## src/rtl/seg7_pkg.sv

```systemverilog
// Shared definitions for the multiplexed seven-segment scanner: scan states
// and the hex-to-segment table in active-high {g,f,e,d,c,b,a} form.
package seg7_pkg;

    typedef enum logic [1:0] {
        ST_DARK     = 2'd0,
        ST_GUARDING = 2'd1,
        ST_DRIVE    = 2'd2
    } seg7_state_e;

    localparam logic [6:0] SEG7_HEX [0:15] = '{
        7'h3F, 7'h06, 7'h5B, 7'h4F,
        7'h66, 7'h6D, 7'h7D, 7'h07,
        7'h7F, 7'h6F, 7'h77, 7'h7C,
        7'h39, 7'h5E, 7'h79, 7'h71
    };

    function automatic logic [6:0] seg7_lookup(input logic [3:0] nibble);
        return SEG7_HEX[nibble];
    endfunction

endpackage

```

## src/rtl/seg7_hex_decode.sv

```systemverilog
// Combinational nibble-to-segment decoder; a blanked digit lights no segment.
// Polarity and registering are left to the scanner.
module seg7_hex_decode
    import seg7_pkg::*;
(
    input  logic [3:0] i_nibble,
    input  logic       i_blank,
    output logic [6:0] o_seg
);

    always_comb begin
        o_seg = seg7_lookup(i_nibble);
        if (i_blank) begin
            o_seg = 7'h00;
        end
    end

endmodule

```

## src/rtl/seg7_scan.sv

```systemverilog
// Time-multiplexes a hex value across DIGITS seven-segment digits, one digit
// per scan strobe, with a frame shadow register and an all-dark guard gap.
module seg7_scan
    import seg7_pkg::*;
#(
    parameter int DIGITS     = 4,
    parameter int GUARD      = 1,
    parameter bit ACTIVE_LOW = 1'b1
) (
    input  logic                clk,
    input  logic                clr,
    input  logic                tick,
    input  logic [4*DIGITS-1:0] value,
    input  logic [DIGITS-1:0]   dp_mask,
    input  logic                blank_lz,
    output logic [DIGITS-1:0]   an,
    output logic [6:0]          seg,
    output logic                dp
);

    localparam int               IDX_W    = (DIGITS > 1) ? $clog2(DIGITS) : 1;
    localparam int               CNT_W    = $clog2(GUARD + 2);
    localparam logic [IDX_W-1:0] IDX_LAST = IDX_W'(DIGITS - 1);
    localparam logic [CNT_W-1:0] CNT_LOAD = CNT_W'(GUARD);

    seg7_state_e         r_state;
    seg7_state_e         w_state_next;
    logic [IDX_W-1:0]    r_idx;
    logic [IDX_W-1:0]    w_idx_next;
    logic [4*DIGITS-1:0] r_shadow_val;
    logic [DIGITS-1:0]   r_shadow_dp;
    logic [CNT_W-1:0]    r_guard_cnt;
    logic                w_tick_acc;

    logic [3:0]          w_nibble;
    logic                w_blank;
    logic [6:0]          w_seg_dec;
    logic [DIGITS-1:0]   w_an;
    logic [6:0]          w_seg;
    logic                w_dp;
    logic [DIGITS-1:0]   r_an;
    logic [6:0]          r_seg;
    logic                r_dp;

    // Strobes landing inside the guard gap are dropped entirely.
    assign w_tick_acc = tick && (r_state != ST_GUARDING);

    always_comb begin
        w_idx_next = '0;
        if (r_state != ST_DARK && r_idx != IDX_LAST) begin
            w_idx_next = r_idx + IDX_W'(1);
        end
    end

    // NOTE: sequential state uses non-blocking assignments so every register
    // samples the pre-edge values regardless of process ordering.
    always_ff @(posedge clk or posedge clr) begin
        if (clr) begin
            r_state <= ST_DARK;
        end else begin
            r_state <= w_state_next;
        end
    end

    // NOTE: default assignment first so no path leaves the output unassigned
    // and no latch is inferred.
    always_comb begin
        w_state_next = r_state;
        case (r_state)
            ST_DARK, ST_DRIVE: begin
                if (tick) begin
                    w_state_next = (GUARD > 0) ? ST_GUARDING : ST_DRIVE;
                end
            end
            ST_GUARDING: begin
                if (r_guard_cnt <= CNT_W'(1)) begin
                    w_state_next = ST_DRIVE;
                end
            end
            default: w_state_next = ST_DARK;
        endcase
    end

    // NOTE: the shadow registers are small and must read back as zero after
    // reset, so they sit on the async reset like any other flop.
    always_ff @(posedge clk or posedge clr) begin
        if (clr) begin
            r_idx        <= '0;
            r_shadow_val <= '0;
            r_shadow_dp  <= '0;
            r_guard_cnt  <= '0;
        end else if (w_tick_acc) begin
            r_idx       <= w_idx_next;
            r_guard_cnt <= CNT_LOAD;
            if (w_idx_next == '0) begin
                r_shadow_val <= value;
                r_shadow_dp  <= dp_mask;
            end
        end else if (r_state == ST_GUARDING && r_guard_cnt != '0) begin
            r_guard_cnt <= r_guard_cnt - CNT_W'(1);
        end
    end

    assign w_nibble = r_shadow_val[{r_idx, 2'b00} +: 4];

    // A digit is a leading zero when it and every digit to its left are zero.
    always_comb begin
        w_blank = 1'b0;
        if (blank_lz && r_idx != '0) begin
            w_blank = ((r_shadow_val >> {r_idx, 2'b00}) == '0);
        end
    end

    seg7_hex_decode u_hex_decode (
        .i_nibble (w_nibble),
        .i_blank  (w_blank),
        .o_seg    (w_seg_dec)
    );

    always_comb begin
        w_an  = '0;
        w_seg = '0;
        w_dp  = 1'b0;
        if (r_state == ST_DRIVE) begin
            w_an[r_idx] = 1'b1;
            w_seg       = w_seg_dec;
            w_dp        = r_shadow_dp[r_idx];
        end
    end

    always_ff @(posedge clk or posedge clr) begin
        if (clr) begin
            r_an  <= {DIGITS{ACTIVE_LOW}};
            r_seg <= {7{ACTIVE_LOW}};
            r_dp  <= ACTIVE_LOW;
        end else begin
            r_an  <= w_an ^ {DIGITS{ACTIVE_LOW}};
            r_seg <= w_seg ^ {7{ACTIVE_LOW}};
            r_dp  <= w_dp ^ ACTIVE_LOW;
        end
    end

    assign an  = r_an;
    assign seg = r_seg;
    assign dp  = r_dp;

    a_an_onehot: assert property (@(posedge clk) disable iff (clr) $onehot0(w_an));

endmodule
```

## config.mk

```make
export PLATFORM = sky130hd
export DESIGN_NAME = seg7_scan
export DESIGN_NICKNAME = d
export VERILOG_FILES = /design/src/rtl/seg7_pkg.sv /design/src/rtl/seg7_hex_decode.sv /design/src/rtl/seg7_scan.sv
export SDC_FILE = /design/constraint.sdc
export NUM_CORES = 1
export LEC_CHECK = 0
export CAP_MARGIN = 20
export CORE_UTILIZATION = 27
export CTS_CLUSTER_SIZE = 24
export DETAILED_ROUTE_END_ITERATION = 8
export DONT_BUFFER_PORTS = 1
export PLACE_DENSITY = 0.43
export SLEW_MARGIN = 25
export SYNTH_ARGS = -nofsm -noshare
export SYNTH_HDL_FRONTEND = slang
export SYNTH_SLANG_ARGS = --single-unit
```

## constraint.sdc

```tcl
create_clock -name clk -period 3.82 [get_ports clk]
set_input_delay 1.146 -clock clk [delete_from_list [all_inputs] [get_ports clk]]
set_output_delay 1.146 -clock clk [all_outputs]
set_load 0.1 [all_outputs]
```

# [Word level (Yosys, flattened, before mapping)]
# Memories as Yosys holds them, arrays and structs flattened.
# Cells that the tools add are included.
[op_classes] n_addsub=2 magnitude_cmp=4 n_eq_ne=6 shifts=2 muxes=17 n_bitwise=4 reduce_logical=15
[op_table] op="$mux W7" count=4
[op_table] op="$logic_not A16 Y1" count=1
[op_table] op="$shiftx A16 B5 Y4" count=1
[op_table] op="$shr A16 B4 Y16" count=1
[op_table] op="$mux W2" count=5
[op_table] op="$reduce_bool A2 Y1" count=4
[op_table] op="$not A7 Y7" count=1
[op_table] op="$ne A2 B2 Y1 const B" count=3
[op_table] op="$ge A5 B5 Y1 const B" count=1
[op_table] op="$logic_and A1 B1 Y1" count=5
[op_table] op="$not A4 Y5" count=1
[op_table] op="$logic_not A2 Y1" count=2
[op_table] op="$mux W1" count=4
[op_table] op="$mux W4" count=1
[op_table] op="$not A4 Y4" count=1
[op_table] op="$pmux W2 S2" count=1
[op_table] op="$reduce_and A2 Y1" count=2
[op_table] op="$lt A2 B3 Y1 const B" count=1
[op_table] op="$add A2 B1 Y2 const B" count=1
[op_table] op="$bmux W1 S2" count=1
[op_table] op="$demux W1 S2" count=1
[op_table] op="$eq A2 B1 Y1 const B" count=1
[op_table] op="$eq A2 B2 Y1 const B" count=1
[op_table] op="$ge A2 B1 Y1 const B" count=1
[op_table] op="5 further kinds" count=5
[word_totals] reg_bits=38 mem_bits_ro=112 input_bits=24 output_inout_bits=12 elab_cells=59 n_memories=1
[memory_table] memory="(name not given)" words=16 word_bits=7 read_ports=1 rd_clocked_by_memory_dff=0 write_ports=0 line_no="seg7_pkg.sv:19" source="return SEG7_HEX[nibble];"

# [Depth between registers and ports, before layout]
# Gate-level depths: netlist of run 1.
[logic_depth] word_depth=8 mapped_depth=7

# [Modules after synthesis]
# From an unflattened synthesis of run 1, not the netlist that was laid out.
[hier_totals] cells_unflattened=157 area_unflattened_um2=1960.6
[modules_own_cells] module="seg7_scan" instances=1 cells_each=121 area_each_um2=1692.9 seq_area_each_um2=965.9
[modules_own_cells] module="seg7_hex_decode" instances=1 cells_each=36 area_each_um2=267.8 seq_area_each_um2=0.0

# [Worst setup path before layout of run 1]
# OpenSTA, ideal clock, no wires.
[synth_path] path_kind="register to register" startpoint="reg r_idx[1]" endpoint="reg r_seg[0] (netlist: seg[0])" setup_ns=0.081 t_arrival_ns=1.952 required_ns=3.739 path_slack_ns=1.787 stages_incl_launch_ff=8 path_buffers=1 synth_period_minus_slack_ns=2.033 path_cell_list="dfrtp_1 > buf_2 > mux4_2 > inv_1 > ha_1 > nand2_1 > o31a_1 > o211ai_1"
[synth_via] elab_chain_cells=8
[synth_lines] element="start: declaration" line_no="seg7_scan.sv:28" source="logic [IDX_W-1:0] r_idx;"
[synth_lines] element="start signal: assignment" line_no="seg7_scan.sv:93" source="r_idx <= w_idx_next;"
[synth_lines] element="$shiftx A16 B5 Y4" line_no="seg7_scan.sv:104" source="assign w_nibble = r_shadow_val[{r_idx, 2'b00} +: 4];"
[synth_lines] element="$not A4 Y5 (implied by the code)" line_no="seg7_pkg.sv:19"
[synth_lines] element="$mem_v2 Z16 W7"
[synth_lines] element="$mux W7 (implied by the code) (2 in a row)" line_no="seg7_pkg.sv:19"
[synth_lines] element="$mux W7 *" line_no="seg7_hex_decode.sv:13" source="if (i_blank) begin"
[synth_lines] element="$mux W7 *" line_no="seg7_scan.sv:124" source="if (r_state == ST_DRIVE) begin"
[synth_lines] element="$not A7 Y7 (no source line) *"
[synth_lines] element="end signal: assignment" line_no="seg7_scan.sv:134" source="r_seg <= {7{ACTIVE_LOW}};"
[synth_lines] element="end signal: assignment" line_no="seg7_scan.sv:138" source="r_seg <= w_seg ^ {7{ACTIVE_LOW}};"
[synth_lines] element="end: declaration" line_no="seg7_scan.sv:42" source="logic [6:0] r_seg;"
# Mark *: on every way between the ends. The rest lies on a longest branch, timed or not. The select of a mux whose other input is x is not followed.
# A chain may end at the register's enable or synchronous reset.

# [Worst setup path in the final report of run 1]
[layout_path] startpoint="reg r_idx[0]" endpoint="reg r_shadow_val[9]"
[layout_via] elab_chain_cells=5
[layout_lines] element="branches (longest 2 deep; another with $add A2 B1 Y2)"
[layout_lines] element="$mux W2 *" line_no="seg7_scan.sv:50" source="if (r_state != ST_DARK && r_idx != IDX_LAST) begin"
[layout_lines] element="$logic_not A2 Y1 *" line_no="seg7_scan.sv:95" source="if (w_idx_next == '0) begin"
[layout_lines] element="$reduce_and A2 Y1 (no source line) *"
[layout_lines] element="end signal: assignment" line_no="seg7_scan.sv:96" source="r_shadow_val <= value;"
[layout_lines] element="end: declaration" line_no="seg7_scan.sv:30" source="logic [4*DIGITS-1:0] r_shadow_val;"
# Every way passes the cells marked *.

==> results.cfg, run 1 <==
[run_status]
outcome = completed

[setup_path]
worstReg2RegStart = r_idx[0]
path_class = flip-flop to flip-flop
r2r_end = r_shadow_val[9]
crit_path_start_kind = flip-flop
critical_path.max_fanout = 20
cp-end-kind = flip-flop
arrival_ps = 2750
r2r_cells = 5
cp_data_required_time_ps = 3990
r2r_slack_ps = 1250

[global_route]
grt_max_degree = 29
grt_first_pass_wirelength_um = 6348
grt_use_total_pct = 10.91
antenna_found_initial = 1
grt_overflow = 0
first_global_vias = 1273

[floorplan]
die_h_um = 87.89
core_mm2 = 0.006944
start_util_pct = 28.68
rows = 30
dieArea_mm2 = 0.007725
dieWidth_um = 87.89
io_pins = 36

[drt]
wl_per_cell_um = 14.83
ant_nets = 0
totalWireLength_um = 3900
remaining_drc_errors = 0
drtIter0Drc = 41
viasPerCell = 4.734
via_count = 1245
dr.pass1.iters = 4

[synth]
ys_ff_latch = 38
syn-num-nets = 200
syn_area_mm2 = 0.001992
syn_avg_cell_area_um2 = 12.15
synthCells = 164
ys.warnings.count = 0
synth_cell_type_count = 41
yosysSeqAreaShare_pct = 48.49

[clock_network]
ctsHoldBuffers = 0
cts_tree = yes
clk_pin_slew_ps = 80
cts.htree.levels = 2
cts_num_sinks = 38
postCtsSetupRepairBufs = 0
cts_buffers = 5
root_buffer = clkbuf_8
cts_buffer_depth = 2
post_cts_resized = 0
clock_latency_ps = 290

[finish]
mostFrequentLayoutCell = dfrtp_1
syn_to_final_growth_pct = 11.62
final_nets = 201
drive_gt1_share_pct = 28.92
fillers = 717
final_cell_mix = dfrtp_1 (26), mux2_2 (20), nand2_1 (14)

[timing]
max_clock_freq_mhz = 388.9
period_share_pct = 67.31
skew_ps = 14.13
grt_setup_unrepaired = no
max_slew_margin_pct = 46.78
setup_violations = 0
worst_pin_slew_ps = 798.3
hold_violations = 0
finalSetupTns_ps = 0
finalMaxSlewViolations = 0
post-route-min-period_ps = 2571

[flow_run]
maxCapViolations = 0

[hold_path]
worstHoldStart = r_shadow_dp[0]
hold-path-endpoint = r_shadow_dp[0]
holdPathStages = 1
worstHoldPathType = flip-flop to flip-flop

[placed_design]
gp_congestion = 0.7395
dp_hpwl_um = 2950
port_buffers = 0
==> state kept, by name, summed over array words and instances (netlist names) <==
| name | cells |
|---|---|
| r_shadow_val | 16 |
| r_state | 2 |
| r_idx | 2 |
| r_guard_cnt | 2 |
| an | 4 |
| r_shadow_dp | 4 |
| seg | 7 |
| dp | 1 |
==> Yosys cell counts (all sizes together) <==
master / n / area share (%)
o21ai: 5 / 1.3
nor4: 3 / 0.94
o311ai: 1 / 0.44
nor2b: 4 / 1.3
nand2: 14 / 2.6
dfrtp: 26 / 33
nor3: 1 / 0.25
nor4b: 1 / 0.44
o211ai: 4 / 1.5
buf: 6 / 1.8
o31a: 1 / 0.44
dfstp: 12 / 16
a21oi: 2 / 0.50
mux2: 20 / 11
nor2: 5 / 0.94
a41oi: 1 / 0.44
mux4: 5 / 5.8
o21bai: 2 / 0.75
clkbuf: 1 / 0.25
a211o: 1 / 0.44
or2b: 1 / 0.38
nand3: 3 / 0.75
mux2i: 1 / 0.50
and2: 3 / 1.1
a21o: 1 / 0.38
a32o: 1 / 0.50
nand3b: 3 / 1.1
o32ai: 2 / 0.88
o22ai: 1 / 0.31
nand2b: 4 / 1.3
and3b: 1 / 0.44
xor2: 4 / 1.8
ha: 12 / 7.5
xnor2: 1 / 0.44
a221oi: 1 / 0.44
inv: 8 / 1.5
a31oi: 1 / 0.31
a31o: 1 / 0.44
==> cell type report <==
cell class,instances,area (um2),area share (%)
antenna,1,2.502,0.1125
clock buffer,6,82.58,3.714
clock inverter,2,60.06,2.701
inverter,8,30.03,1.351
multi-input combinational,111,954.7,42.94
sequential,38,965.9,43.44
tap,96,120.1,5.402
timing repair buffer,1,7.507,0.3376
==> worst max-delay path by stage <==
stage / end / startpoint / depth (start not counted) / slack [ps]
2_1_floorplan: seg[0] / r_idx[1] / 7 / 1790
3_3_place_gp: r_shadow_val[9] / r_idx[0] / 5 / 1350
3_5_place_dp: r_shadow_val[14] / r_idx[0] / 5 / 1190
4_1_cts: r_shadow_val[9] / r_idx[0] / 5 / 1200
5_1_grt: r_shadow_val[6] / r_idx[0] / 5 / 1060
6_report: r_shadow_val[9] / r_idx[0] / 5 / 1250
==> metal layers <==
layer	track usage (%)	up-vias	share of wire, %
li1	-	590	-
met1	15.00	619	49
met2	15.72	32	45
met3	3.676	4	5.2
met4	4.322	0	0.92
met5	0	-	0
==> kinds of logic (layout without fill, tap and decap cells) <==
logic type               count (synthesis)  in the layout  synth area share (%)
other                                    0              1                     0
XOR/XNOR                                 5              5                 2.198
AO/OA/AOI/OAI                           25             25                 9.046
adder cells (fa/ha/maj)                 12             12                 7.537
flip-flops                              38             38                 48.49
multiplexers                            26             26                 17.65
AND/OR/NAND/NOR                         43             43                 11.49
buffers and inverters                   15             17                 3.580
==> metrics by stage <==
step	area, um2	setup WS [ps]	util (%)	hold slack (ps)	cells
3_5_place_dp	2078	1190	29.93	497.1	254
6_report	2223	1249	32.02	511.1	263
4_1_cts	2221	1203	31.98	516.1	262
5_1_grt	2223	1061	32.02	528.3	263
2_1_floorplan	1992	1787	-	463.1	164
3_3_place_gp	2078	1355	29.93	489.8	254
==> critical path: stages (launching register included) <==
cell and delay [ps]:
dfrtp_1 700, inv_1 240, ha_1 360, or2b_1 100, a21o_1 640, mux2_2 410
Power of run 1 is left out: the tool's default activity adds up to more than one toggle a clock period on the data nets, which glitch-free logic cannot reach.
==> run 2: changes to the inputs <==
clock period = 2.44 ns   (was 3.82 ns; I/O delays follow)
==> run 2 against run 1 <==
Net effect:
- register-to-register slack lost 1100 ps
- design area shrank 1.2%
- clock skew shrank 2.6 ps
- critical path depth grew 1
- cell count grew 0.76%
- core utilization shrank 0.38 points
- critical endpoint is now seg[0]
- largest cell class unchanged
==> results.cfg, run 2 (same netlist as run 1, synthesis figures left out) <==
[setup_path]
cp_data_required_time_ps = 2630
critical_path.max_fanout = 13
crit_path_start_kind = flip-flop
arrival_ps = 2490
cp-end-kind = flip-flop
path_class = flip-flop to flip-flop

[floorplan]
io_pins = 36
dieWidth_um = 87.89
core_mm2 = 0.006944
start_util_pct = 28.68
rows = 30
dieArea_mm2 = 0.007725
die_h_um = 87.89

[clock_network]
clock_latency_ps = 290
cts_num_sinks = 38
postCtsSetupRepairBufs = 0
cts.htree.levels = 2
cts_buffers = 5
cts_tree = yes
clk_pin_slew_ps = 80
cts_buffer_depth = 2
root_buffer = clkbuf_8
ctsHoldBuffers = 0

[timing]
period_share_pct = 94.33
finalMaxSlewViolations = 0
max_slew_margin_pct = 45.36
setup_violations = 0
finalSetupTns_ps = 0
post-route-min-period_ps = 2302
grt_setup_unrepaired = no
max_clock_freq_mhz = 434.5
hold_violations = 0
worst_pin_slew_ps = 819.5
skew_ps = 11.50

[finish]
stdcell_count = 265
regMostFlops = r_shadow_val
regArea_um2 = 967.2
syn_to_final_growth_pct = 10.30
final_nets = 204
antenna_cells = 0
fin_area_mm2 = 0.002197
mostFrequentLayoutCell = dfrtp_1
largest_reg_flops = 16
multi_input_area_um2 = 954.7
fillers = 732
drive_gt1_share_pct = 30.18
final_cell_mix = dfrtp_1 (25), mux2_2 (20), nand2_1 (14)

[flow_run]
maxCapViolations = 0

[placed_design]
place_area_mm2 = 0.002101
dp.cells = 257
port_buffers = 0
dp_hpwl_um = 2936
gp_congestion = 0.7208

[drt]
drtIter0Drc = 88
totalWireLength_um = 3897
viasPerCell = 4.709
via_count = 1248
ant_nets = 0
dr.pass1.iters = 4
remaining_drc_errors = 0
wl_per_cell_um = 14.71

[global_route]
grt_overflow = 0
grt_use_total_pct = 11.36
grt_max_degree = 39
grt_first_pass_wirelength_um = 6555
antenna_found_initial = 0
first_global_vias = 1324

[hold_path]
worstHoldPathType = input pin to asynchronous set/reset pin

[run_status]
outcome = completed
-- run 2: changes by cell type in the layout (fill, tap and decap cells not counted) --
cell        previous run  this run
inv_1                  7         8
dfrtp_1               26        25
diode_2                1         0
clkinv_2               0         1
clkinvlp_4             0         1
dfrtp_2                0         1
bufinv_16              2         0
buf_4                  1         4
inv_2                  1         0
-- run 2: cell type report --
cell class	instances	area share, %
Clock inverter	2	0.5695
Tap cell	96	5.467
Inverter	8	1.367
Sequential cell	38	44.02
Multi-Input combinational cell	111	43.45
Clock buffer	6	3.759
Timing Repair Buffer	4	1.367
-- run 2: metrics by stage --
stage | hold WS [ps] | setup slack (ps) | utilization (%)
3_3_place_gp | 485.1 | 80.27 | 30.25
4_1_cts | 444.2 | 5.473 | 31.62
2_1_floorplan | 463.1 | 406.9 | -
3_5_place_dp | 494.7 | 23.58 | 30.25
6_report | 428.6 | 138.4 | 31.64
5_1_grt | 480.6 | 3.114 | 31.64
-- run 2: path summary, 6_finish.rpt --
check	from	to	slack, ps	cells past startpoint
max reg2reg	r_idx[1]	seg[0]	140	6
min	clr	r_guard_cnt[0]	430	2
min in group clk	r_state[0]	r_state[0]	510	1
max in group asynchronous	clr	seg[1]	1650	2
min reg2reg	r_state[0]	r_state[0]	510	1
max	r_idx[1]	seg[0]	140	6
-- run 2: what timing repair did --
action                                  CTS  global route
gates resized for setup                   0             1
hold endpoints to repair                  0             0
endpoints found under the setup margin    0            27
-- run 2: metal layers --
layer	up-vias	part of all wire (%)	GRT usage, %
li1	598	-	-
met1	613	49	15.38
met2	35	45	16.98
met3	2	5.4	3.676
met4	0	0.69	4.024
met5	-	0	0
-- run 2: critical path: stages, from the launching register on --
cell and delay (ps):
dfrtp_2 530, mux4_2 620, inv_1 150, ha_1 230, nand2_1 80, o31a_1 410
o211ai_1 170
Power of run 2 is left out for the same reason.
==> run 3: changes to the inputs <==
CAP_MARGIN = 25   (was 20)
CTS_BUF_LIST = sky130_fd_sc_hd__clkbuf_16   (was default)
==> run 3 against run 2 <==
Net effect:
- hold slack improved by 17 ps
- design area grew 2.1%
- clock-buffer cell count shrank 1
- clock skew is 5.0 ps lower
- non-clock buffer count is the same
- via count up 0.24%
- cell count did not move
- sequential share of layout area is 0.91 points lower
- die area did not move
- first-iteration DRC count fell by 50%
- register-to-register slack better by 20 ps
==> results.cfg, run 3 (same netlist as run 1, synthesis figures left out) <==
[run_status]
outcome = completed

[timing]
max_slew_margin_pct = 46.67
period_share_pct = 93.44
skew_ps = 6.501
hold_violations = 0
finalMaxSlewViolations = 0
setup_violations = 0
finalSetupTns_ps = 0
max_clock_freq_mhz = 438.6
post-route-min-period_ps = 2280
worst_pin_slew_ps = 800.0
grt_setup_unrepaired = no

[floorplan]
core_mm2 = 0.006944
io_pins = 36
start_util_pct = 28.68
dieWidth_um = 87.89
die_h_um = 87.89
rows = 30
dieArea_mm2 = 0.007725

[setup_path]
cp_data_required_time_ps = 2620
slowest_stage = mux4_2
crit_chain = mux4_2, inv_1, ha_1, nand2_1, o31a_1, o211ai_1
cpPeakStageDelay_ps = 620
crit_path_start_kind = flip-flop
critical_path.max_fanout = 13
cp-end-kind = flip-flop
path_class = flip-flop to flip-flop
arrival_ps = 2460

[clock_network]
root_buffer = clkbuf_16
ctsHoldBuffers = 0
clock_latency_ps = 280
cts_buffer_depth = 2
cts.htree.levels = 2
clk_pin_slew_ps = 60
cts_num_sinks = 38
cts_buffers = 5
cts_tree = yes

[drt]
ant_nets = 0
remaining_drc_errors = 0
viasPerCell = 4.721
via_count = 1251
dr.pass1.iters = 4
drtIter0Drc = 44
wl_per_cell_um = 14.80
totalWireLength_um = 3923

[global_route]
first_global_vias = 1328
grt_use_total_pct = 11.56
use_met3_pct = 4.241
grt_first_pass_wirelength_um = 6589
grt_util_met1_pct = 15.44
antenna_found_initial = 0
grt_overflow = 0
top_usage_layer = met2
grt_max_degree = 39
met2_usage_pct = 16.98

[placed_design]
gp_congestion = 0.7208
port_buffers = 0
place_area_mm2 = 0.002101
dp_hpwl_um = 2936

[flow_run]
maxCapViolations = 0

[finish]
syn_to_final_growth_pct = 12.63
regMostFlops = r_shadow_val
mostFrequentLayoutCell = dfrtp_1
fillers = 730
largest_reg_flops = 16
drive_gt1_share_pct = 29.59
final_nets = 204
final_cell_mix = dfrtp_1 (25), mux2_2 (20), nand2_1 (14)
fin_area_mm2 = 0.002243
antenna_cells = 0

[hold_path]
worstHoldPathType = input pin to asynchronous set/reset pin
[run 3: cell types whose count changed in the layout (fill, tap and decap cells not counted)]
cell,delta
clkbuf_8,-6
clkbuf_16,+5
clkinv_1,+1
[run 3: area by class of cell]
cell class | count | area [um2] | area share [%]
flip-flops and latches | 38 | 967.2 | 43.11
multi-input cells | 111 | 954.7 | 42.55
clock buffers | 5 | 125.1 | 5.577
well taps | 96 | 120.1 | 5.354
repair buffers | 4 | 30.03 | 1.339
inverters | 8 | 30.03 | 1.339
clock inverters | 3 | 16.27 | 0.7250
[run 3: per-layer routing]
layer  vias up  wire length, um
met2        32             1734
li1        597                -
met4         0               45
met3         4              216
met1       618             1926
met5         -                0
[run 3: critical path, delay by kind of cell, from the launching register on]
| family | cells | cell delay [ps] |
|---|---|---|
| AOI/OAI and AO/OA | 2 | 570 |
| adders and majority gates | 1 | 230 |
| buffers and inverters | 1 | 150 |
| DFF | 1 | 530 |
| muxes | 1 | 620 |
| and+or+nand+nor | 1 | 70 |
[run 3: worst paths after layout]
check,cells after the start,from,endpoint,slack (ps)
setup reg to reg,6,r_idx[1],seg[0],160
hold reg to reg,1,r_shadow_dp[0],r_shadow_dp[0],500
max in group asynchronous,2,clr,seg[1],1640
min in group clk,1,r_shadow_dp[0],r_shadow_dp[0],500
setup / recovery,6,r_idx[1],seg[0],160
hold / removal,2,clr,r_guard_cnt[0],450
[run 3: timing repair]
action	CTS	global route
buffers inserted	0	0
gates resized for setup	0	1
setup endpoints to repair	0	27
[run 3: metrics by stage]
stage	cells	worst slack [ps]	util [%]	hold WS, ps
final	265	160.1	32.31	445.2
after global routing	265	11.34	32.31	500.9
after CTS	265	12.46	32.29	462.6
after detailed placement	257	23.58	30.25	494.7
after global placement	257	80.27	30.25	485.1
after floorplan	164	406.9	-	463.1
Power of run 3 is left out for the same reason.
